## src/rtl/if_fetch_queue_pkg.sv

```systemverilog
// Shared defines for the instruction fetch queue: bus widths, NOP encoding,
// fault cause code and the stored entry layout.
package if_fetch_queue_pkg;

  localparam int unsigned XLEN = 32;
  localparam int unsigned INST_W = 32;

  localparam logic [INST_W-1:0] NOP_INST = 32'h0000_0013;
  localparam logic [3:0] EXC_INST_MISALIGNED = 4'd0;

  // excp is the MSB so the entry packs to 65 bits as {excp, pc, inst}.
  typedef struct packed {
    logic              excp;
    logic [XLEN-1:0]   pc;
    logic [INST_W-1:0] inst;
  } fq_entry_t;

  localparam int unsigned ENTRY_W = $bits(fq_entry_t);

  function automatic logic pc_misaligned(input logic [XLEN-1:0] pc);
    return pc[1:0] != 2'b00;
  endfunction

endpackage

```

## src/rtl/fq_ram.sv

```systemverilog
// Entry storage for the fetch queue: register array with one synchronous
// write port and one asynchronous read port.
module fq_ram #(
  parameter int unsigned DEPTH = 4,
  parameter int unsigned WIDTH = 65
) (
  input  logic                     clk,
  input  logic                     rst_n,
  input  logic                     we,
  input  logic [$clog2(DEPTH)-1:0] waddr,
  input  logic [WIDTH-1:0]         wdata,
  input  logic [$clog2(DEPTH)-1:0] raddr,
  output logic [WIDTH-1:0]         rdata
);

  logic [WIDTH-1:0] mem_q [DEPTH];

  always_ff @(posedge clk) begin
    if (!rst_n) begin
      for (int i = 0; i < int'(DEPTH); i++) begin
        mem_q[i] <= '0;
      end
    end else if (we) begin
      mem_q[waddr] <= wdata;
    end
  end

  assign rdata = mem_q[raddr];

endmodule

```

## src/rtl/if_fetch_queue.sv

```systemverilog
// Fetch-to-decode instruction queue. Outputs depend on registered state only,
// so an entry is visible to decode no earlier than the cycle after its push.
module if_fetch_queue
  import if_fetch_queue_pkg::*;
#(
  parameter int unsigned DEPTH    = 4,
  parameter logic [31:0] RESET_PC = 32'h0000_0000
) (
  input  logic                     clk,
  input  logic                     rst_n,
  input  logic                     in_valid,
  input  logic [31:0]              in_pc,
  input  logic [31:0]              in_inst,
  output logic                     in_allow_in,
  output logic                     out_valid,
  output logic [31:0]              out_pc,
  output logic [31:0]              out_inst,
  output logic                     out_excp,
  input  logic                     id_allow_in,
  input  logic                     flush,
  output logic [$clog2(DEPTH):0]   occupancy
);

  localparam int unsigned AW = $clog2(DEPTH);
  localparam int unsigned CW = AW + 1;

  if (DEPTH < 2 || (DEPTH & (DEPTH - 1)) != 0) begin : g_depth_check
    $error("if_fetch_queue: DEPTH must be a power of two and at least 2");
  end

  logic [AW-1:0] wr_ptr_q, wr_ptr_d;
  logic [AW-1:0] rd_ptr_q, rd_ptr_d;
  logic [CW-1:0] count_q, count_d;
  logic          push, pop;
  fq_entry_t     wr_entry, head;

  assign in_allow_in = (count_q != CW'(DEPTH));
  assign out_valid   = (count_q != '0);

  assign push = in_valid & in_allow_in & ~flush;
  assign pop  = out_valid & id_allow_in & ~flush;

  always_comb begin
    wr_ptr_d = wr_ptr_q;
    rd_ptr_d = rd_ptr_q;
    count_d  = count_q;
    if (flush) begin
      wr_ptr_d = '0;
      rd_ptr_d = '0;
      count_d  = '0;
    end else begin
      // Power-of-two depth: natural overflow is the modulo-DEPTH wrap.
      if (push) wr_ptr_d = wr_ptr_q + AW'(1);
      if (pop)  rd_ptr_d = rd_ptr_q + AW'(1);
      unique case ({push, pop})
        2'b10:   count_d = count_q + CW'(1);
        2'b01:   count_d = count_q - CW'(1);
        default: count_d = count_q;
      endcase
    end
  end

  always_ff @(posedge clk) begin
    if (!rst_n) begin
      wr_ptr_q <= '0;
      rd_ptr_q <= '0;
      count_q  <= '0;
    end else begin
      wr_ptr_q <= wr_ptr_d;
      rd_ptr_q <= rd_ptr_d;
      count_q  <= count_d;
    end
  end

  always_comb begin
    wr_entry      = '0;
    wr_entry.excp = pc_misaligned(in_pc);
    wr_entry.pc   = in_pc;
    wr_entry.inst = in_inst;
  end

  fq_ram #(
    .DEPTH (DEPTH),
    .WIDTH (ENTRY_W)
  ) u_fq_ram (
    .clk   (clk),
    .rst_n (rst_n),
    .we    (push),
    .waddr (wr_ptr_q),
    .wdata (wr_entry),
    .raddr (rd_ptr_q),
    .rdata (head)
  );

  always_comb begin
    out_pc   = RESET_PC;
    out_inst = NOP_INST;
    out_excp = 1'b0;
    if (out_valid) begin
      out_pc   = head.pc;
      out_inst = head.inst;
      out_excp = head.excp;
    end
  end

  assign occupancy = count_q;

endmodule

```

## config.mk

```make
export PLATFORM = sky130hd
export DESIGN_NAME = if_fetch_queue
export DESIGN_NICKNAME = d
export VERILOG_FILES = /design/src/rtl/if_fetch_queue_pkg.sv /design/src/rtl/fq_ram.sv /design/src/rtl/if_fetch_queue.sv
export SDC_FILE = /design/constraint.sdc
export NUM_CORES = 1
export LEC_CHECK = 0
export CAP_MARGIN = 20
export CORE_AREA = 2 2 145 147
export DETAILED_ROUTE_END_ITERATION = 8
export DIE_AREA = 0 0 147 149
export PLACE_DENSITY = 0.88
export REMOVE_ABC_BUFFERS = 1
export SLEW_MARGIN = 20
export SYNTH_ARGS = -nofsm -noshare
export SYNTH_HDL_FRONTEND = slang
export SYNTH_SLANG_ARGS = --single-unit
export TNS_END_PERCENT = 1
```

## constraint.sdc

```tcl
create_clock -name clk -period 16.7 [get_ports clk]
set_clock_uncertainty 0.15 [all_clocks]
set_input_delay 2.505 -clock clk [delete_from_list [all_inputs] [get_ports clk]]
set_output_delay 2.505 -clock clk [all_outputs]
set_load 0.005 [all_outputs]
```

==> results of run 1 <==
## where the power goes
group          switching, mW  internal (mW)
clock                  0.236          0.337
sequential           0.00913          0.771
combinational         0.0482         0.0439
total                  0.293           1.15
## kinds of logic after synthesis
kind of cell | after synthesis | share of synthesized area (%)
AND/OR/NAND/NOR | 350 | 17.6
XOR/XNOR | 3 | 0.215
AO/OA/AOI/OAI | 11 | 0.572
buffers and inverters | 76 | 4.07
adder cells (fa/ha/maj) | 2 | 0.266
multiplexers | 66 | 12.1
flip-flops | 269 | 65.3
## cells in the final DEF (no fill, tap or decap), types with 4 or more instances in the layout
cell type,synthesis,layout
and2_1,126,126
and3_1,192,192
buf_4,0,10
clkbuf_1,32,9
clkbuf_16,0,27
clkdlybuf4s50_1,0,138
clkinv_2,0,4
dfxtp_1,9,7
edfxtp_1,260,260
inv_1,6,5
mux4_2,65,65
nand2_1,4,4
nor2_1,13,11
## flip-flops by register name, indices dropped and copies added, names as in the netlist, named ones only
name            cells
occupancy           3
u_fq_ram.mem_q    260
rd_ptr_q            2
wr_ptr_q            2
## worst max-delay path: cells and delay by family, from the launching register on
family	cells	cell delay (ps)
buffers and inverters	2	1180
flip-flops	1	770
multiplexers	1	580
AND/OR/NAND/NOR	1	200
## final cells by class
type	count	area, um2	share of cell area, %
sequential	269	8000	55.1
multi-input combinational	432	3830	26.4
clock inverter	10	100	0.690
timing repair buffer	149	1470	10.1
inverter	6	22.5	0.155
tap	275	344	2.37
clock buffer	38	737	5.08
antenna	1	2.50	0.0173
## metal layers
metal	up-vias	wire length, um	global-route usage [%]	share of wire, %
li1	3189	-	-	-
met1	3542	10200	30.0	40
met2	240	12800	39.1	51
met3	40	1730	4.89	6.9
met4	2	512	7.31	2.0
met5	-	12	0	0.048
## worst paths after layout
kind / to / startpoint / slack (ps) / depth (start not counted)
hold reg to reg: flip-flop / rd_ptr_q[1]$_SDFFE_PP0P_ / 340 / 2
hold / removal: flip-flop / rd_ptr_q[1]$_SDFFE_PP0P_ / 340 / 2
setup reg to reg: occupancy[2]$_SDFFE_PP0P_ / occupancy[2]$_SDFFE_PP0P_ / 13790 / 8
setup / recovery: out_inst[30] / flip-flop / 10760 / 4
## stage by stage
| stage | util [%] | area (um2) | hold slack, ps | instances | setup WS, ps |
|---|---|---|---|---|---|
| after detailed placement | 66.4 | 13700 | 321 | 1131 | 10990 |
| final | 70.5 | 14500 | 338 | 1180 | 10760 |
| after global placement | 66.4 | 13700 | 308 | 1131 | 11090 |
| after CTS | 70.5 | 14500 | 334 | 1179 | 10640 |
| after global routing | 70.5 | 14500 | 375 | 1179 | 10510 |
| after floorplan | - | 11800 | 309 | 707 | 8210 |
==> impl_results.md, run 1 <==
- Avg Inst Size Synth: around 16 um2
- Status: completed
- Cells after Synth: about 780
- First-pass GRT wire length: 38700 um
- Post-CTS Resized: 0
- Clk_lat worst skew: 510 ps
- WP data required: 14050 ps
- Yosys cell types: 30
- Worst vdd ir: roughly 0.076 mV
- Number of setup buffers added after CTS: 0
- Slew headroom: a little under a third
- Most area-consuming cells after synthesis: edfxtp_1 64%, mux4_2 12%, and3_1 9.8%, and2_1 6.4%, buf_6 2.5%
- H-tree lvl count: 1
- Vias: 7013
- Site Rows: 53
- Hold Buf Count CTS: 0
- Vias/cell: 5.94
- GRT Residual Overflow: 0
- Initial antenna violation count: 1
- Slowest-stage cell, CP: dfxtp_4
- Die area: 21900 um2
- # DRC: 0
- WL final: approximately 25000 um
- CTS root buf: clkbuf_16
- # nets final: between 900 and 1000
- CTS buffer count: 26
- Chip Width: 147 um
- Final setup violation count: 0
- Cell chain of the critical path: buf_4 -> mux4_2 -> and2_1 -> clkdlybuf4s50_1
- Max Clock Freq: 0.168 GHz
- Tcrit/Tclk final: a little over a third
- Vias in the first global route: 7261
- Area grow syn2layout: 18.5%
- Routability cong.: 0.754
- Yosys warns: 0
- Worst Setup End Kind: primary output
- Count leader, synth: edfxtp_1
- Initial core utilization: 59.5%
- CTS tree: yes
- Power Dens Cells: 99.7 nW/um2
- Buffers on Ports: around 140
- Drt wl/cell: 21.3 um
- Setup_tns: 0 ps
- CP max stage delay: 770 ps
- RSZ-0062 raised after global routing: no
- Asr flop ratio synth: 0%
- DRT iter0 DRCs: 637
- GRT Overall Usage: 22.9%
- CP Launch Type: flip-flop
- Sequential share of the synthesized area: 65.3%
- Seq cells post-synth: ~270
- Largest net degree at the start of global routing: 157
- Post-Syn Area: 12200 um2
- HP Class: flip-flop to flip-flop
- Synth cell count leaders: 260 x edfxtp_1, 192 x and3_1, 126 x and2_1
- Crit path max fanout: 35
- Top-area cell type share of the netlist area: 63.8%
- Post-DP HPWL: between 10000 and 15000 um
- Longest Clk Path Bufs: 3
- Crit path kind: flip-flop to primary output
- Final ANT Viol Nets: 0
- Max_cap viols: 0
- Final worst path period need: 5940 ps
- Final Max Slew Viols: 0
- Total power draw: 1.45 mW
- Fillers: approximately 1300
- Worst Path Arrival: between 3000 and 4000 ps
- Least-Margin Pin Slew: between 1000 and 1500 ps
- Predominant post-synthesis flop cell: edfxtp_1
- EDFF count, synth: 260
- Synth area leader: edfxtp_1
- Leakage: ~5.7 nW
- Share of layout cells above drive strength 1: roughly 14%
- Endpoints failing hold: 0
- Ports: 139
- Reg clk slew, reported paths: 50 ps
- Total iterations of the first detailed-routing run: 5
- Core Area: 20600 um2
- CTS sink cnt: 269
- Die height: 149 um
Note: power is estimated with default switching activity, not from simulation.
==> run 2, diff against run 1 <==
- CORE_AREA: 2 2 145 147 -> 2 2 151 153
- DIE_AREA: 0 0 147 149 -> 0 0 153 155
- PLACE_DENSITY: 0.88 -> 0.82
- clock period: 16.7 -> 6.1 ns (I/O delays scaled with it)
==> run 2 against run 1 <==
Against the previous run:
- non-clock buffer count grew 1
- hold slack gained 7.5 ps
- cell count grew 1.0%
- sequential share of layout area shrank 0.58 points
- core utilization shrank 4.6 points
- critical endpoint is now out_pc[15]
- largest cell class unchanged
- largest power group unchanged
- highest routed layer is now met4
==> impl_results.md, run 2 (synthesized netlist as in run 1, its figures left out) <==
- Worst Path Arrival: 3220 ps
- Final setup violation count: 0
- Ports: around 140
- Max Clock Freq: 0.233 GHz
- Buffers on Ports: 138
- H-tree lvl count: 1
- Total iterations of the first detailed-routing run: 4
- Max_cap viols: 0
- Drt wl/cell: 21.3 um
- Vias: about 7000
- Setup_tns: 0 ps
- Routability cong.: 0.761
- Most common cell after layout, fill and taps aside: edfxtp_1
- CP max stage delay: roughly 1000 ps
- Most frequent cells in the layout: 260 x edfxtp_1, 192 x and3_1, 138 x clkdlybuf4s50_1
- Worst vdd ir: 0.227 mV
- # nets final: 957
- Slowest-stage cell, CP: dfxtp_4
- Site Rows: 55
- Post-DP HPWL: 14300 um
- WL final: 25400 um
- CTS root buf: clkbuf_16
- Die height: ~160 um
- Number of setup buffers added after CTS: 0
- Largest Register: u_fq_ram.mem_q
- Initial antenna violation count: 0
- Fillers: approximately 1500
- CP Launch Type: flip-flop
- Register Area: 8000 um2
- Max reg flops: 260
- # DRC: 0
- Hold Buf Count CTS: 0
- Tcrit/Tclk final: 70.3%
- Vias in the first global route: approximately 7300
- Antenna cells: 0
- Chip Width: 153 um
- CTS buffer count: 27
- Slew headroom: 30.6%
- Final Instance Area: ~15000 um2
- Post-CTS Resized: 0
- Leakage: slightly below 6 nW
- Post-placement cell count: 1142
- Least-Margin Pin Slew: around 1000 ps
- Die area: 23700 um2
- Final worst path period need: ~4300 ps
- Crit path kind: flip-flop to primary output
- HP Class: flip-flop to flip-flop
- WP data required: just over 5000 ps
- Worst Setup End Kind: primary output
- DRT iter0 DRCs: 608
- GRT Overall Usage: a little over a fifth
- Final Max Slew Viols: 0
- Share of layout cells above drive strength 1: 15.2%
- RSZ-0062 raised after global routing: no
- Initial core utilization: between 50% and 60%
- Placed Area: 13700 um2
- Reg clk slew, reported paths: ~60 ps
- Final Non-Filler Cells: 1192
- Cell chain of the critical path: buf_4 -> mux4_2 -> and2_1 -> clkdlybuf4s50_1
- First-pass GRT wire length: roughly 41000 um
- GRT Residual Overflow: 0
- Area grow syn2layout: 19.7%
- Largest net degree at the start of global routing: around 150
- Clk_lat worst skew: 520 ps
- CTS sink cnt: 269
- Area of the multi-input gates: 3830 um2
- Endpoints failing hold: 0
- Longest Clk Path Bufs: 3
- Core Area: 22200 um2
- CTS tree: yes
- Final ANT Viol Nets: 0
- Vias/cell: 5.87
- Status: completed
- Power Dens Cells: 285 nW/um2
- Crit path max fanout: 47
- Total power draw: 4.17 mW
## run 2: changes by cell type in the layout (fill, tap and decap cells not counted), sizes merged
| cell | previous run | this run |
|---|---|---|
| inv | 6 | 7 |
| diode | 1 | 0 |
| buf | 11 | 12 |
| clkinv | 8 | 13 |
| clkbuf | 38 | 29 |
| bufinv | 2 | 7 |
## run 2: layout make-up
cell class	instances	area share (%)
Clock buffer	29	4.66
Sequential cell	269	54.6
Clock inverter	21	1.92
Timing Repair Buffer	150	10.1
Multi-Input combinational cell	432	26.1
Tap cell	285	2.43
Inverter	6	0.154
## run 2: routing by layer
metal  wire (um)  vias up  global-route usage (%)
met4         277        0                    3.97
met3        1470       22                    3.57
li1            -     3192                       -
met2       13300      205                    37.9
met5           0        -                       0
met1       10400     3580                    29.7
## run 2: power by group
part,switching [mW],total [mW],internal [mW]
Combinational,0.131,0.253,0.121
Clock,0.675,1.78,1.11
Sequential,0.0270,2.14,2.11
Total,0.833,4.17,3.34
## run 2: path summary, 6_finish.rpt
kind	endpoint	depth (start not counted)	startpoint	slack, ps
hold reg to reg	flip-flop	2	rd_ptr_q[1]$_SDFFE_PP0P_	350
setup reg to reg	u_fq_ram.mem_q[1][23]$_SDFFCE_PN0P_	4	occupancy[0]$_SDFFE_PP0P_	3240
hold / removal	flip-flop	2	rd_ptr_q[1]$_SDFFE_PP0P_	350
setup / recovery	out_pc[15]	4	flip-flop	1810
## run 2: per-stage QoR
step | hold slack [ps] | utilization (%) | worst slack [ps]
after floorplan | 309 | - | -805
after global placement | 312 | 61.6 | 2220
after detailed placement | 341 | 61.6 | 2150
after CTS | 350 | 65.9 | 1700
after global routing | 368 | 65.9 | 1530
final | 345 | 65.9 | 1810
## run 2: critical path, delay by kind of cell, from the launching register on
family / cells / cell delay (ps)
muxes: 1 / 560
and+or+nand+nor: 1 / 170
DFF: 1 / 1010
buffers and inverters: 2 / 950
